--- src/rtl/pattern_serializer_pkg.sv ---
// rtl/pattern_serializer_pkg.sv - shared state encoding and sizing helper for the pattern serializer
package pattern_serializer_pkg;

  typedef enum logic [1:0] {
    ST_IDLE = 2'd0,
    ST_SEND = 2'd1,
    ST_DONE = 2'd2
  } state_t;

  // Bit counter must be able to hold the value width itself.
  function automatic int cnt_width(input int w);
    return $clog2(w + 1);
  endfunction

endpackage

--- src/rtl/pattern_serializer_strobe.sv ---
// rtl/pattern_serializer_strobe.sv - free-running bit-period counter with a wrap pulse
module strobe_gen #(
  parameter int strobe_width = 1
) (
  input  logic clk,
  input  logic reset_n,
  input  logic clear,
  input  logic enable,
  output logic strobe
);

  logic [strobe_width-1:0] count;

  always_ff @(posedge clk or negedge reset_n) begin
    if (!reset_n) begin
      count <= '0;
    end else if (clear) begin
      count <= '0;
    end else if (enable) begin
      count <= count + strobe_width'(1);
    end
  end

  // Natural binary wrap gives period 2^strobe_width; pulse on the last count.
  assign strobe = enable && (count == '1);

endmodule

--- src/rtl/pattern_serializer.sv ---
// rtl/pattern_serializer.sv - captures a parallel pattern on start and shifts it out one bit per strobe
module pattern_serializer
  import pattern_serializer_pkg::*;
#(
  parameter int width        = 10,
  parameter int strobe_width = 1,
  parameter int msb_first    = 1
) (
  input  logic             clk,
  input  logic             reset_n,
  input  logic             start,
  input  logic [width-1:0] pattern,
  output logic             serial_out,
  output logic             bit_valid,
  output logic             busy,
  output logic             done
);

  localparam int             cw       = cnt_width(width);
  localparam logic [cw-1:0]  last_bit = cw'(width - 1);

  state_t           state;
  state_t           state_next;
  logic [width-1:0] shreg;
  logic [cw-1:0]    bit_cnt;
  logic             strobe;
  logic             sending;
  logic             accept;
  logic             send_bit;
  logic             finish;
  logic             out_bit;

  strobe_gen #(.strobe_width(strobe_width)) u_strobe (
    .clk     (clk),
    .reset_n (reset_n),
    .clear   (accept),
    .enable  (sending),
    .strobe  (strobe)
  );

  always_ff @(posedge clk or negedge reset_n) begin
    if (!reset_n) begin
      state <= ST_IDLE;
    end else begin
      state <= state_next;
    end
  end

  always_comb begin
    state_next = state;
    case (state)
      ST_IDLE: if (start) state_next = ST_SEND;
      ST_SEND: if (strobe && (bit_cnt == last_bit)) state_next = ST_DONE;
      ST_DONE: state_next = ST_IDLE;
      default: state_next = ST_IDLE;
    endcase
  end

  always_comb begin
    sending  = (state == ST_SEND);
    accept   = (state == ST_IDLE) && start;
    send_bit = sending && strobe;
    finish   = (state == ST_DONE);
    out_bit  = (msb_first != 0) ? shreg[width-1] : shreg[0];
  end

  // busy is held one cycle past the DONE state so it drops together with the done pulse.
  always_ff @(posedge clk or negedge reset_n) begin
    if (!reset_n) begin
      shreg      <= '0;
      bit_cnt    <= '0;
      serial_out <= 1'b0;
      bit_valid  <= 1'b0;
      busy       <= 1'b0;
      done       <= 1'b0;
    end else begin
      bit_valid <= send_bit;
      done      <= finish;
      if (accept) begin
        shreg   <= pattern;
        bit_cnt <= '0;
      end else if (send_bit) begin
        serial_out <= out_bit;
        shreg      <= (msb_first != 0) ? (shreg << 1) : (shreg >> 1);
        bit_cnt    <= bit_cnt + cw'(1);
      end else if (finish) begin
        serial_out <= 1'b0;
      end
      if (accept) begin
        busy <= 1'b1;
      end else if (done) begin
        busy <= 1'b0;
      end
    end
  end

endmodule

--- config.mk ---
export PLATFORM = sky130hd
export DESIGN_NAME = pattern_serializer
export DESIGN_NICKNAME = d
export VERILOG_FILES = /design/src/rtl/pattern_serializer_pkg.sv /design/src/rtl/pattern_serializer_strobe.sv /design/src/rtl/pattern_serializer.sv
export SDC_FILE = /design/constraint.sdc
export NUM_CORES = 1
export LEC_CHECK = 0
export ABC_AREA = 1
export CORE_UTILIZATION = 45
export CTS_CLUSTER_DIAMETER = 50
export CTS_CLUSTER_SIZE = 25
export DETAILED_ROUTE_END_ITERATION = 7
export PLACE_DENSITY = 0.73
export SYNTH_ARGS = -nofsm -noshare
export SYNTH_HDL_FRONTEND = slang
export SYNTH_SLANG_ARGS = --single-unit
--- constraint.sdc ---
create_clock -name clk -period 1 [get_ports clk]
set_input_delay 0.15 -clock clk [delete_from_list [all_inputs] [get_ports clk]]
set_output_delay 0.15 -clock clk [all_outputs]
set_load 0.005 [all_outputs]
==> metrics, run 1 <==
ordered cell list for the critical path inv_2 > nand3_4 > nand2_8 > inv_8 > nand2_1 > nand3_1; area of the die 2278 sq um; worst hold path class in2async; Leakage Power about 0.73 nW; total of flip-flops plus latches after synthesis 21; overall overflow remaining after global route 0; hold slack final about 0.16 ns; power density normalized to cell area 2694 nW/um^2; crit path launch type register; category of cells accounting for the largest share of critical-path delay simple AND/OR/NAND/NOR gates; slew at the pin with the worst max-slew slack between 0.15 and 0.2 ns; run status finished with violations; Layout fillers approximately 160; Critical Path AT ~1.4 ns; # diodes 0; multiplexer share of the synthesized area 0%; Placed Area 1231 sq um; DRC marker count from the first detailed-route iteration 15; max-cap violation count 0; TritonCTS clock tree done; share of post-route cells with drive strength above 1 between 30% and 40%; compound-gate portion of the synthesized area under 10%; largest cells by area after synthesis dfrtp_1, nand2_1, nand3_1; clock transition at the registers of the reported paths about 0.11 ns; starting density of the core about 48%; Antenna Nets Post-Route 0; # placed instances 158; fraction of the mapped netlist area in simple logic gates around a third; xor-xnor portion of the synthesized cell area roughly 1.9%; buffers plus inverters on the worst setup path 2; met1 demand-to-capacity share in global routing between 20 and 30%; busiest layer in global routing met2; maximum cell stage delay along the critical path about 0.46 ns; time the worst path needs with I/O delays and setup 1.189 ns; crit share post-route 118.9%; commonest non-fill, non-tap cell in the layout nand2_1; final hold viol count 0; critical path required time between 1 and 1.5 ns; hold bufs inserted after CTS 0; Synth Net Count 119; Final Max Slew Viols 0; final net count 158; highest achievable clock rate between 0.8 and 0.9 GHz; register area share after synthesis 55.85%; Post-Syn Area ~940 sq um; number of unique standard cell types used by synthesis 16; area delta synth->final 44.68%; met3 layer usage reported by global route under 10%; final worst clock skew around 0.0022 ns; worst vdd ir about 0.0015 V; largest net degree at the start of global routing 22; commonest non-fill, non-tap cells in the layout nand2_1, dfrtp_1, buf_4, clkdlybuf4s50_1, nand3_1; final RePlAce weighted congestion 0.7816; highest-delay cell along the critical path dfrtp_2; total number of cells along the worst setup path 6; Core Footprint approximately 2000 sq um; H-Tree Depth 1; number of top-level pins 17; DRT Pass-1 Iters 5; Cells after Synth between 100 and 150; adder and majority cell fraction of the synthesized area 2.660%; HPWL after DPL ~1300 um; die height 47.73 um; setup slack of the critical path after layout -0.1893 ns; Place WS -0.2261 ns; per-cell routed wire length ~12 um; synthesized area divided by synthesized cell count 9.047 sq um; Total Neg Setup Slack -2.175 ns; worst-case reg-to-reg path depth 6; failing checks negative setup slack; Avg Vias per Cell roughly 4.8; Die W roughly 48 um; Total Routed Length ~2000 um; Std-Cell Rows 16; routed via count 803; crit-path max FO 8; clock latency on the worst-skew pair 0.31 ns; number of buffer cells added on primary ports 16; unrepaired setup endpoints after global routing true; portion of synthesized cell area occupied by the leading cell type a little under three fifths; Max Root-Sink Buffers 2; initial antenna violation count 0; number of clock buffers inserted by TritonCTS 3; GRT Util Overall ~20%; Root Buffer clkbuf_4; vias in the first global route 673; combinational family with the most area after synthesis simple AND/OR/NAND/NOR gates; number of setup violations in the final report 18; Yosys warnings 0; fin cells about 170; sort of element at the end of the critical path register; # DRC 0; area leader, netlist dfrtp_1; TritonCTS Sinks 21; fraction of met2 tracks used by global routing about 30%; classification of the worst setup path reg2reg; cell area after layout between 1000 and 1500 sq um; global-route wire length before repair approximately 3000 um; Max-slew headroom between 80% and 90%
routing by layer:
layer	wire length [um]	up-vias
li1	-	402
met1	911	382
met2	950	17
met3	93	2
met4	26	0
met5	0	-
kinds of logic after synthesis:
logic type	count (synthesis)
AND/OR/NAND/NOR	62
XOR/XNOR	2
adder cells (fa/ha/maj)	2
buffers and inverters	12
AO/OA/AOI/OAI	5
flip-flops	21
worst register-to-register path: cells and delay by family (launching register included):
family | cells | cell delay [ns]
buf+inv | 2 | 0.15
simple gates | 4 | 0.47
flops | 1 | 0.46
where the power goes:
part	leakage, nW	switching (W)	internal [W]
combinational	0.450	0.000994	0.000815
clock	0.0177	0.000261	0.000150
sequential	0.261	0.000257	0.00119
total	0.729	0.00151	0.00216
flip-flops by register name, indices dropped and copies added (netlist names):
| register | count |
|---|---|
| bit_cnt | 4 |
| serial_out | 1 |
| u_strobe.count | 1 |
| done | 1 |
| shreg | 10 |
| busy | 1 |
| state | 2 |
| bit_valid | 1 |
through the flow:
| step | power, W | utilization (%) |
|---|---|---|
| 2_1_floorplan | 0.002290 | - |
| 3_3_place_gp | 0.002809 | 62.76 |
| 3_5_place_dp | 0.002861 | 62.76 |
| 4_1_cts | 0.003414 | 66.45 |
| 5_1_grt | 0.003946 | 69.39 |
| 6_report | 0.003667 | 69.39 |
Yosys cell counts (all sizes together):
cell type and n:
dfrtp 21, o21ai 3, xor2 2, ha 2, inv 12, o22ai 1
nand2 38, nand3 14, nand3b 3, a21oi 1, nor2 7
worst paths after layout:
kind / startpoint / slack (ns) / endpoint
setup reg to reg: state[1]$_DFFE_PN0P_ / -0.19 / shreg[4]$_DFFE_PN0P_
hold / removal: reset_n / 0.16 / bit_cnt[3]$_DFFE_PN0P_
setup / recovery: state[1]$_DFFE_PN0P_ / -0.19 / shreg[4]$_DFFE_PN0P_
hold reg to reg: shreg[0]$_DFFE_PN0P_ / 0.48 / shreg[0]$_DFFE_PN0P_
max in group asynchronous: reset_n / 0.70 / state[0]$_DFFE_PN0P_
min in group clk: pattern[0] / 0.37 / shreg[0]$_DFFE_PN0P_
final cells by class:
cell class,count,area [sq um],share of cell area (%)
clock buffer,3,22.52,1.654
inverter,12,57.56,4.228
clock inverter,1,5.005,0.3676
tap,27,33.78,2.482
multi-input combinational,71,417.9,30.70
timing repair inverter,1,8.758,0.6434
sequential,21,528.0,38.79
timing repair buffer,33,287.8,21.14
what timing repair did:
action	in CTS	in global routing
setup endpoints to repair	21	24
buffers inserted	5	1
pin swaps	2	1
gates resized for setup	17	20
cloned	1	0
Power figures use the tool's default switching activity.
==> run 2: changes to the inputs <==
--- a/config.mk
+++ b/config.mk
@@ -11,6 +11,7 @@
 export CTS_CLUSTER_SIZE = 25
 export DETAILED_ROUTE_END_ITERATION = 7
 export PLACE_DENSITY = 0.73
+export SLEW_MARGIN = 10
 export SYNTH_ARGS = -nofsm -noshare
 export SYNTH_HDL_FRONTEND = slang
 export SYNTH_SLANG_ARGS = --single-unit
==> results of run 2 <==
The final DEF is identical to that of run 1; final timing and power are the same.
